[config.mk]
export PLATFORM = sky130hd
export DESIGN_NAME = pipe_trace_monitor
export DESIGN_NICKNAME = d
export VERILOG_FILES = /design/src/rtl/rv32i_pkg.sv /design/src/rtl/mon_fifo.sv /design/src/rtl/pipe_trace_monitor.sv
export SDC_FILE = /design/constraint.sdc
export NUM_CORES = 2
export LEC_CHECK = 0
export ABC_AREA = 1
export CORE_ASPECT_RATIO = 0.6
export CORE_MARGIN = 2
export CORE_UTILIZATION = 50
export CTS_BUF_LIST = sky130_fd_sc_hd__clkbuf_4 sky130_fd_sc_hd__clkbuf_8
export DETAILED_ROUTE_END_ITERATION = 8
export PLACE_DENSITY = 0.68
export RECOVER_POWER = 25
export SYNTH_ARGS = -nofsm -noshare
export SYNTH_HDL_FRONTEND = slang
export SYNTH_HIERARCHICAL = 1
export SYNTH_SLANG_ARGS = --single-unit
export TNS_END_PERCENT = 100
[constraint.sdc]
create_clock -name clk -period 24.8 [get_ports clk]
set_input_delay 3.72 -clock clk [delete_from_list [all_inputs] [get_ports clk]]
set_output_delay 3.72 -clock clk [all_outputs]
set_load 0.01 [all_outputs]
[src/rtl/rv32i_pkg.sv]
// rtl/rv32i_pkg.sv - shared RV32I system-instruction constants, halt causes and monitor states
package rv32i_pkg;

    localparam logic [31:0] INSTR_ECALL  = 32'h0000_0073;
    localparam logic [31:0] INSTR_EBREAK = 32'h0010_0073;

    typedef enum logic [1:0] {
        HALT_NONE   = 2'd0,
        HALT_ECALL  = 2'd1,
        HALT_EBREAK = 2'd2,
        HALT_WDOG   = 2'd3
    } halt_cause_e;

    typedef enum logic [1:0] {
        ST_RUN   = 2'd0,
        ST_DRAIN = 2'd1,
        ST_DONE  = 2'd2
    } mon_state_e;

endpackage

[src/rtl/mon_fifo.sv]
// rtl/mon_fifo.sv - first-word-fall-through FIFO with full/empty and same-cycle push/pop
module mon_fifo #(
    parameter int WIDTH = 8,
    parameter int DEPTH = 16
) (
    input  logic             clk,
    input  logic             rst,
    input  logic             push,
    input  logic [WIDTH-1:0] push_data,
    input  logic             pop,
    output logic [WIDTH-1:0] pop_data,
    output logic             full,
    output logic             empty
);

    localparam int AW = $clog2(DEPTH);

    logic [WIDTH-1:0] mem_q [DEPTH];
    logic [AW:0]      wr_q, wr_d;
    logic [AW:0]      rd_q, rd_d;
    logic             do_push;
    logic             do_pop;

    // Extra pointer bit tells a full queue from an empty one when the indices match.
    assign empty    = (wr_q == rd_q);
    assign full     = (wr_q[AW] != rd_q[AW]) && (wr_q[AW-1:0] == rd_q[AW-1:0]);
    assign do_pop   = pop && !empty;
    // A pop in the same cycle frees the slot, so a push into a full queue still lands.
    assign do_push  = push && (!full || do_pop);
    assign pop_data = mem_q[rd_q[AW-1:0]];

    // Next pointer values from the accepted push/pop.
    always_comb begin
        wr_d = wr_q;
        rd_d = rd_q;
        if (do_push) begin
            wr_d = wr_q + 1'b1;
        end
        if (do_pop) begin
            rd_d = rd_q + 1'b1;
        end
    end

    // Pointer registers; reset empties the queue.
    always_ff @(posedge clk or posedge rst) begin
        if (rst) begin
            wr_q <= '0;
            rd_q <= '0;
        end else begin
            wr_q <= wr_d;
            rd_q <= rd_d;
        end
    end

    // Storage array; contents need no reset because the pointers gate visibility.
    always_ff @(posedge clk) begin
        if (do_push) begin
            mem_q[wr_q[AW-1:0]] <= push_data;
        end
    end

endmodule

[src/rtl/pipe_trace_monitor.sv]
// rtl/pipe_trace_monitor.sv - N-lane pipeline trace/halt monitor; PIPE_MON_FILTER_EN skips idle-cycle records
module pipe_trace_monitor
    import rv32i_pkg::*;
#(
    parameter int LANES       = 2,
    parameter int XLEN        = 32,
    parameter int CNT_W       = 32,
    parameter int TRACE_DEPTH = 16
) (
    input  logic                                      clk,
    input  logic                                      rst,
    input  logic [LANES-1:0]                          lane_valid,
    input  logic [LANES*XLEN-1:0]                     lane_instr,
    input  logic [LANES*XLEN-1:0]                     lane_result,
    input  logic                                      stall,
    input  logic                                      branch_taken,
    input  logic [CNT_W-1:0]                          max_cycles,
    output logic                                      trace_valid,
    input  logic                                      trace_ready,
    output logic [CNT_W+2+LANES+2*LANES*XLEN-1:0]     trace_data,
    output logic [CNT_W-1:0]                          cycle_count,
    output logic [CNT_W-1:0]                          retired_count,
    output logic [CNT_W-1:0]                          stall_count,
    output logic [CNT_W-1:0]                          drop_count,
    output logic                                      halted,
    output logic [1:0]                                halt_cause,
    output logic [1:0]                                halt_lane,
    output logic                                      done
);

    localparam int REC_W = CNT_W + 2 + LANES + 2*LANES*XLEN;
    localparam logic [CNT_W-1:0] CNT_ONE = {{(CNT_W-1){1'b0}}, 1'b1};

    mon_state_e       state_q, state_d;
    logic [CNT_W-1:0] cycle_q, cycle_d;
    logic [CNT_W-1:0] retired_q, retired_d;
    logic [CNT_W-1:0] stall_cnt_q, stall_cnt_d;
    logic [CNT_W-1:0] drop_q, drop_d;
    logic             halted_q, halted_d;
    halt_cause_e      cause_q, cause_d;
    logic [1:0]       lane_q, lane_d;
    logic             done_q, done_d;

    logic             sys_hit;
    halt_cause_e      sys_cause;
    logic [1:0]       sys_lane;
    logic             wdog_hit;
    logic [CNT_W:0]   cycle_plus1;
    logic [CNT_W-1:0] lane_pop;
    logic             rec_en;
    logic             push;
    logic [REC_W-1:0] record;
    logic             fifo_full;
    logic             fifo_empty;

    // Counters stick at all-ones instead of wrapping.
    function automatic logic [CNT_W-1:0] sat_add(input logic [CNT_W-1:0] a,
                                                 input logic [CNT_W-1:0] b);
        logic [CNT_W:0] s;
        s = {1'b0, a} + {1'b0, b};
        return s[CNT_W] ? {CNT_W{1'b1}} : s[CNT_W-1:0];
    endfunction

    // Lowest lane holding ECALL/EBREAK decides cause and lane; scan high to low so it wins.
    always_comb begin
        sys_hit   = 1'b0;
        sys_cause = HALT_NONE;
        sys_lane  = 2'd0;
        for (int k = LANES - 1; k >= 0; k--) begin
            if (lane_valid[k] && lane_instr[k*XLEN +: XLEN] == INSTR_ECALL) begin
                sys_hit   = 1'b1;
                sys_cause = HALT_ECALL;
                sys_lane  = 2'(k);
            end else if (lane_valid[k] && lane_instr[k*XLEN +: XLEN] == INSTR_EBREAK) begin
                sys_hit   = 1'b1;
                sys_cause = HALT_EBREAK;
                sys_lane  = 2'(k);
            end
        end
    end

    // Number of real instructions in execute this cycle.
    always_comb begin
        lane_pop = '0;
        for (int k = 0; k < LANES; k++) begin
            lane_pop = lane_pop + {{(CNT_W-1){1'b0}}, lane_valid[k]};
        end
    end

    // Watchdog compares the post-increment cycle count, widened so it cannot wrap.
    assign cycle_plus1 = {1'b0, cycle_q} + {{CNT_W{1'b0}}, 1'b1};
    assign wdog_hit    = (max_cycles != '0) && (cycle_plus1 >= {1'b0, max_cycles});

    assign record = {cycle_q, stall, branch_taken, lane_valid, lane_instr, lane_result};

`ifdef PIPE_MON_FILTER_EN
    // Idle cycles carry no information; the halting cycle is always kept.
    assign rec_en = sys_hit || wdog_hit || (lane_valid != '0) || stall;
`else
    assign rec_en = 1'b1;
`endif

    // Next-state logic: count and record while running, then wait for the trace to drain.
    always_comb begin
        state_d     = state_q;
        cycle_d     = cycle_q;
        retired_d   = retired_q;
        stall_cnt_d = stall_cnt_q;
        drop_d      = drop_q;
        halted_d    = halted_q;
        cause_d     = cause_q;
        lane_d      = lane_q;
        done_d      = done_q;
        push        = 1'b0;
        case (state_q)
            ST_RUN: begin
                cycle_d   = sat_add(cycle_q, CNT_ONE);
                retired_d = sat_add(retired_q, lane_pop);
                if (stall) begin
                    stall_cnt_d = sat_add(stall_cnt_q, CNT_ONE);
                end
                push = rec_en;
                if (push && fifo_full && !trace_ready) begin
                    drop_d = sat_add(drop_q, CNT_ONE);
                end
                if (sys_hit || wdog_hit) begin
                    halted_d = 1'b1;
                    cause_d  = sys_hit ? sys_cause : HALT_WDOG;
                    lane_d   = sys_hit ? sys_lane : 2'd0;
                    state_d  = ST_DRAIN;
                end
            end
            ST_DRAIN: begin
                if (fifo_empty) begin
                    done_d  = 1'b1;
                    state_d = ST_DONE;
                end
            end
            default: begin
            end
        endcase
    end

    // State and counter registers.
    always_ff @(posedge clk or posedge rst) begin
        if (rst) begin
            state_q     <= ST_RUN;
            cycle_q     <= '0;
            retired_q   <= '0;
            stall_cnt_q <= '0;
            drop_q      <= '0;
            halted_q    <= 1'b0;
            cause_q     <= HALT_NONE;
            lane_q      <= 2'd0;
            done_q      <= 1'b0;
        end else begin
            state_q     <= state_d;
            cycle_q     <= cycle_d;
            retired_q   <= retired_d;
            stall_cnt_q <= stall_cnt_d;
            drop_q      <= drop_d;
            halted_q    <= halted_d;
            cause_q     <= cause_d;
            lane_q      <= lane_d;
            done_q      <= done_d;
        end
    end

    mon_fifo #(
        .WIDTH (REC_W),
        .DEPTH (TRACE_DEPTH)
    ) u_trace_fifo (
        .clk       (clk),
        .rst       (rst),
        .push      (push),
        .push_data (record),
        .pop       (trace_ready),
        .pop_data  (trace_data),
        .full      (fifo_full),
        .empty     (fifo_empty)
    );

    assign trace_valid   = !fifo_empty;
    assign cycle_count   = cycle_q;
    assign retired_count = retired_q;
    assign stall_count   = stall_cnt_q;
    assign drop_count    = drop_q;
    assign halted        = halted_q;
    assign halt_cause    = cause_q;
    assign halt_lane     = lane_q;
    assign done          = done_q;

endmodule
==> results_dict.tcl <==
set metrics [dict create \
    fin_crit_ns 16.02 \
    cts_tree "yes" \
    dr.pass1.iters 6 \
    antenna_left 0 \
    grt_overflow 0 \
    routed_wl_um 313000 \
    first_global_vias 71600 \
    yosysUniqueCellTypes 51 \
    port_buffers 464 \
    startpoint "u_trace_fifo/rd_q[1]" \
    clkTransAtPathRegs_ns 0.06 \
    end_kind "primary output" \
    violations "max-capacitance violations, max-slew violations" \
    drive_gt1_frac 0.0815 \
    powerDensity_nw_per_um2 69.5 \
    drt_iter0_markers 9317 \
    initial_core_util 0.505 \
    clk_latency_ns 1.00 \
    max_slew.worst_pin.slew_ns 5.09 \
    detailed_place_hpwl_um 160000 \
    worst_slack_ns 8.78 \
    fin_crit_sh 0.646 \
    worst_ir_drop_vdd_v 0.0000390 \
    fin_tns_setup_ns 0 \
    worst-path-max-fanout 128 \
    use_met2 0.407 \
    pre_cts_slack_ns 15.18 \
    coreArea_um2 223000 \
    rr_endpoint "drop_count[20]" \
    status "complete, but fails checks" \
    wl_per_cell_um 23.9 \
    crit_required_ns 21.08 \
    dieArea_um2 229000 \
    place.gp.congestion 0.855 \
    cts_made_buffers 400 \
    dp.cells 12400 \
    rrSetupSlack_ns 12.70 \
    fin_cells 13100 \
    final_max_slew_viol_count 271 \
    gr-usage-all-layers 0.267 \
    grtUsageMet3 0.0484 \
    timing.rr.start "u_trace_fifo/rd_q[1]" \
    syn-num-nets 9542 \
    rsz0062_at_grt "no" \
    setup_viol 0 \
    hold_viol 0 \
    critPathKind "reg -> out" \
    grt_first_pass_wirelength_um 463000 \
    syn_to_final_growth_pct 13.4 \
    grtUsageMet1 0.395 \
    yosysSeqAreaShare 0.731 \
    synth.top_cell.area_share 0.699 \
    hold_buffers 0 \
    synth_area_leader_cell "edfxtp_1" \
    min_path_type "reg -> reg" \
    skew_ns 0.0696 \
    antenna_found_initial 53 \
    ys_ff_latch 2769 \
    synth_area_leaders "edfxtp_1 70%, nor2_1 6.6%, o21ai_0 3.9%, nand2_1 3.3%, dfrtp_1 3.2%" \
    grt_max_degree 234 \
    ioPinCount 466 \
    start_kind "register" \
    grt-busiest-layer "met2" \
    root_buffer "clkbuf_8" \
    num_vias 75700 \
    worstPathArrival_ns 12.30 \
    via_per_inst 5.78 \
    hp-start "done" \
    cp-endpoint "trace_data[114]" \
    clock_path_buffers 4 \
    power.leakage_nw 45.8 \
    rows 134 \
    reg2reg_depth 16 \
    die_h_um 372 \
    slew_headroom -2.41 \
    syn_area_um2 113000 \
    clock_sinks 2769 \
    syn_area_per_cell_um2 12.1 \
    yosysWarnings 6 \
    cts_post_setup_buffers_inserted 0 \
    drv_cap 4 \
    htree_levels 5 \
    die-width_um 617 \
    fin_nets 9972 \
    cts_resized 0 \
    drc 0 \
    fmax_mhz 62.4 \
    synthCells 9333 \
]
-- flip-flops by register name, summed over array words and instances (netlist names) --
register            count
cycle_count            32
drop_count             32
halt_cause              2
u_trace_fifo/wr_q       5
u_trace_fifo/mem_q   2624
state_q                 2
halted                  1
done                    1
stall_count            32
u_trace_fifo/rd_q       5
halt_lane               1
retired_count          32
-- per-layer routing --
layer,vias to the layer above,share of wire
met1,37400,0.44
met2,3588,0.45
li1,34100,-
met4,50,0.028
met3,547,0.090
met5,-,0.0011
-- worst max-delay path: stages (launching register included) --
cell,delay [ns]
dfrtp_1,1.48
clkinvlp_2,4.77
clkbuf_1,2.38
buf_4,1.05
nor2_1,0.22
o21ai_1,0.08
o21ai_1,0.11
nand2_1,0.07
nand2_1,0.12
inv_1,0.06
nand2_1,0.31
clkdlybuf4s50_1,0.63
-- where the power goes --
group | switching, mW | internal [mW]
Combinational | 0.0662 | 0.0241
Clock | 1.74 | 1.95
Sequential | 0.00000000000703 | 5.10
-- synthesized netlist by cell type, drive strengths merged --
library cell,n
xnor2,12
o22ai,164
nor4,22
and2,4
conb,1
a21o,3
xor2,62
a31oi,3
nor3b,3
nor4b,1
ha,41
dfrtp,145
clkbuf,342
o211ai,331
nor3,62
nand4,49
o22a,3
a22oi,7
a21boi,1
o31ai,1
buf,206
o21ai,1535
o21bai,1
or2,12
nand3b,11
edfxtp,2624
nand3,256
fa,1
inv,382
nand2,1010
clkinv,4
o21a,1
a21oi,30
or3,2
nor2,2001
-- cell families (layout without fill, tap and decap cells) --
kind of cell / count (synthesis) / after routing / share of synthesized area
xor gates and xnor gates: 74 / 74 / 0.00575
AOI/OAI and AO/OA: 2080 / 2080 / 0.102
buffers and inverters: 934 / 1679 / 0.0344
and+or+nand+nor: 3433 / 3433 / 0.122
adders and majority gates: 42 / 42 / 0.00473
other: 1 / 15 / 0.0000333
DFF: 2769 / 2769 / 0.731
-- through the flow --
stage	utilization	hold slack [ns]	area [um^2]	power, mW
floorplan	-	0.465	113000	5.21
global placement	0.537	0.455	120000	5.29
detailed placement	0.537	0.466	120000	5.29
CTS	0.573	0.481	128000	8.94
global route	0.573	0.494	128000	9.14
finish	0.573	0.479	128000	8.88
-- how the worst min path moves through the flow --
stage	endpoint	slack (ns)	cells after the start
2_1_floorplan	state_q[1]	0.47	1
3_3_place_gp	done	0.46	1
3_5_place_dp	done	0.47	1
4_1_cts	done	0.48	1
5_1_grt	done	0.49	1
6_report	done	0.48	1
-- layout make-up --
| type | count | area (um^2) |
|---|---|---|
| Antenna cell | 14 | 35.0 |
| Clock buffer | 563 | 6830 |
| Clock inverter | 154 | 1170 |
| Fill cell | 18000 | 95400 |
| Inverter | 386 | 1490 |
| Multi-Input combinational cell | 5630 | 26600 |
| Sequential cell | 2769 | 82400 |
| Tap cell | 2992 | 3740 |
| Timing Repair Buffer | 576 | 5610 |
-- cell usage in the layout (no fill, tap or decap), drive strengths merged, types with 71 or more instances in the layout --
cell              n
dfrtp           145
clkinv          128
edfxtp         2624
nand3           256
nand2          1010
o211ai          331
o21ai          1535
clkbuf          571
dlygate4sd3      71
o22ai           164
nor2           2001
clkdlybuf4s50   393
inv             388
buf             104
Note: power is estimated with default switching activity, not from simulation.
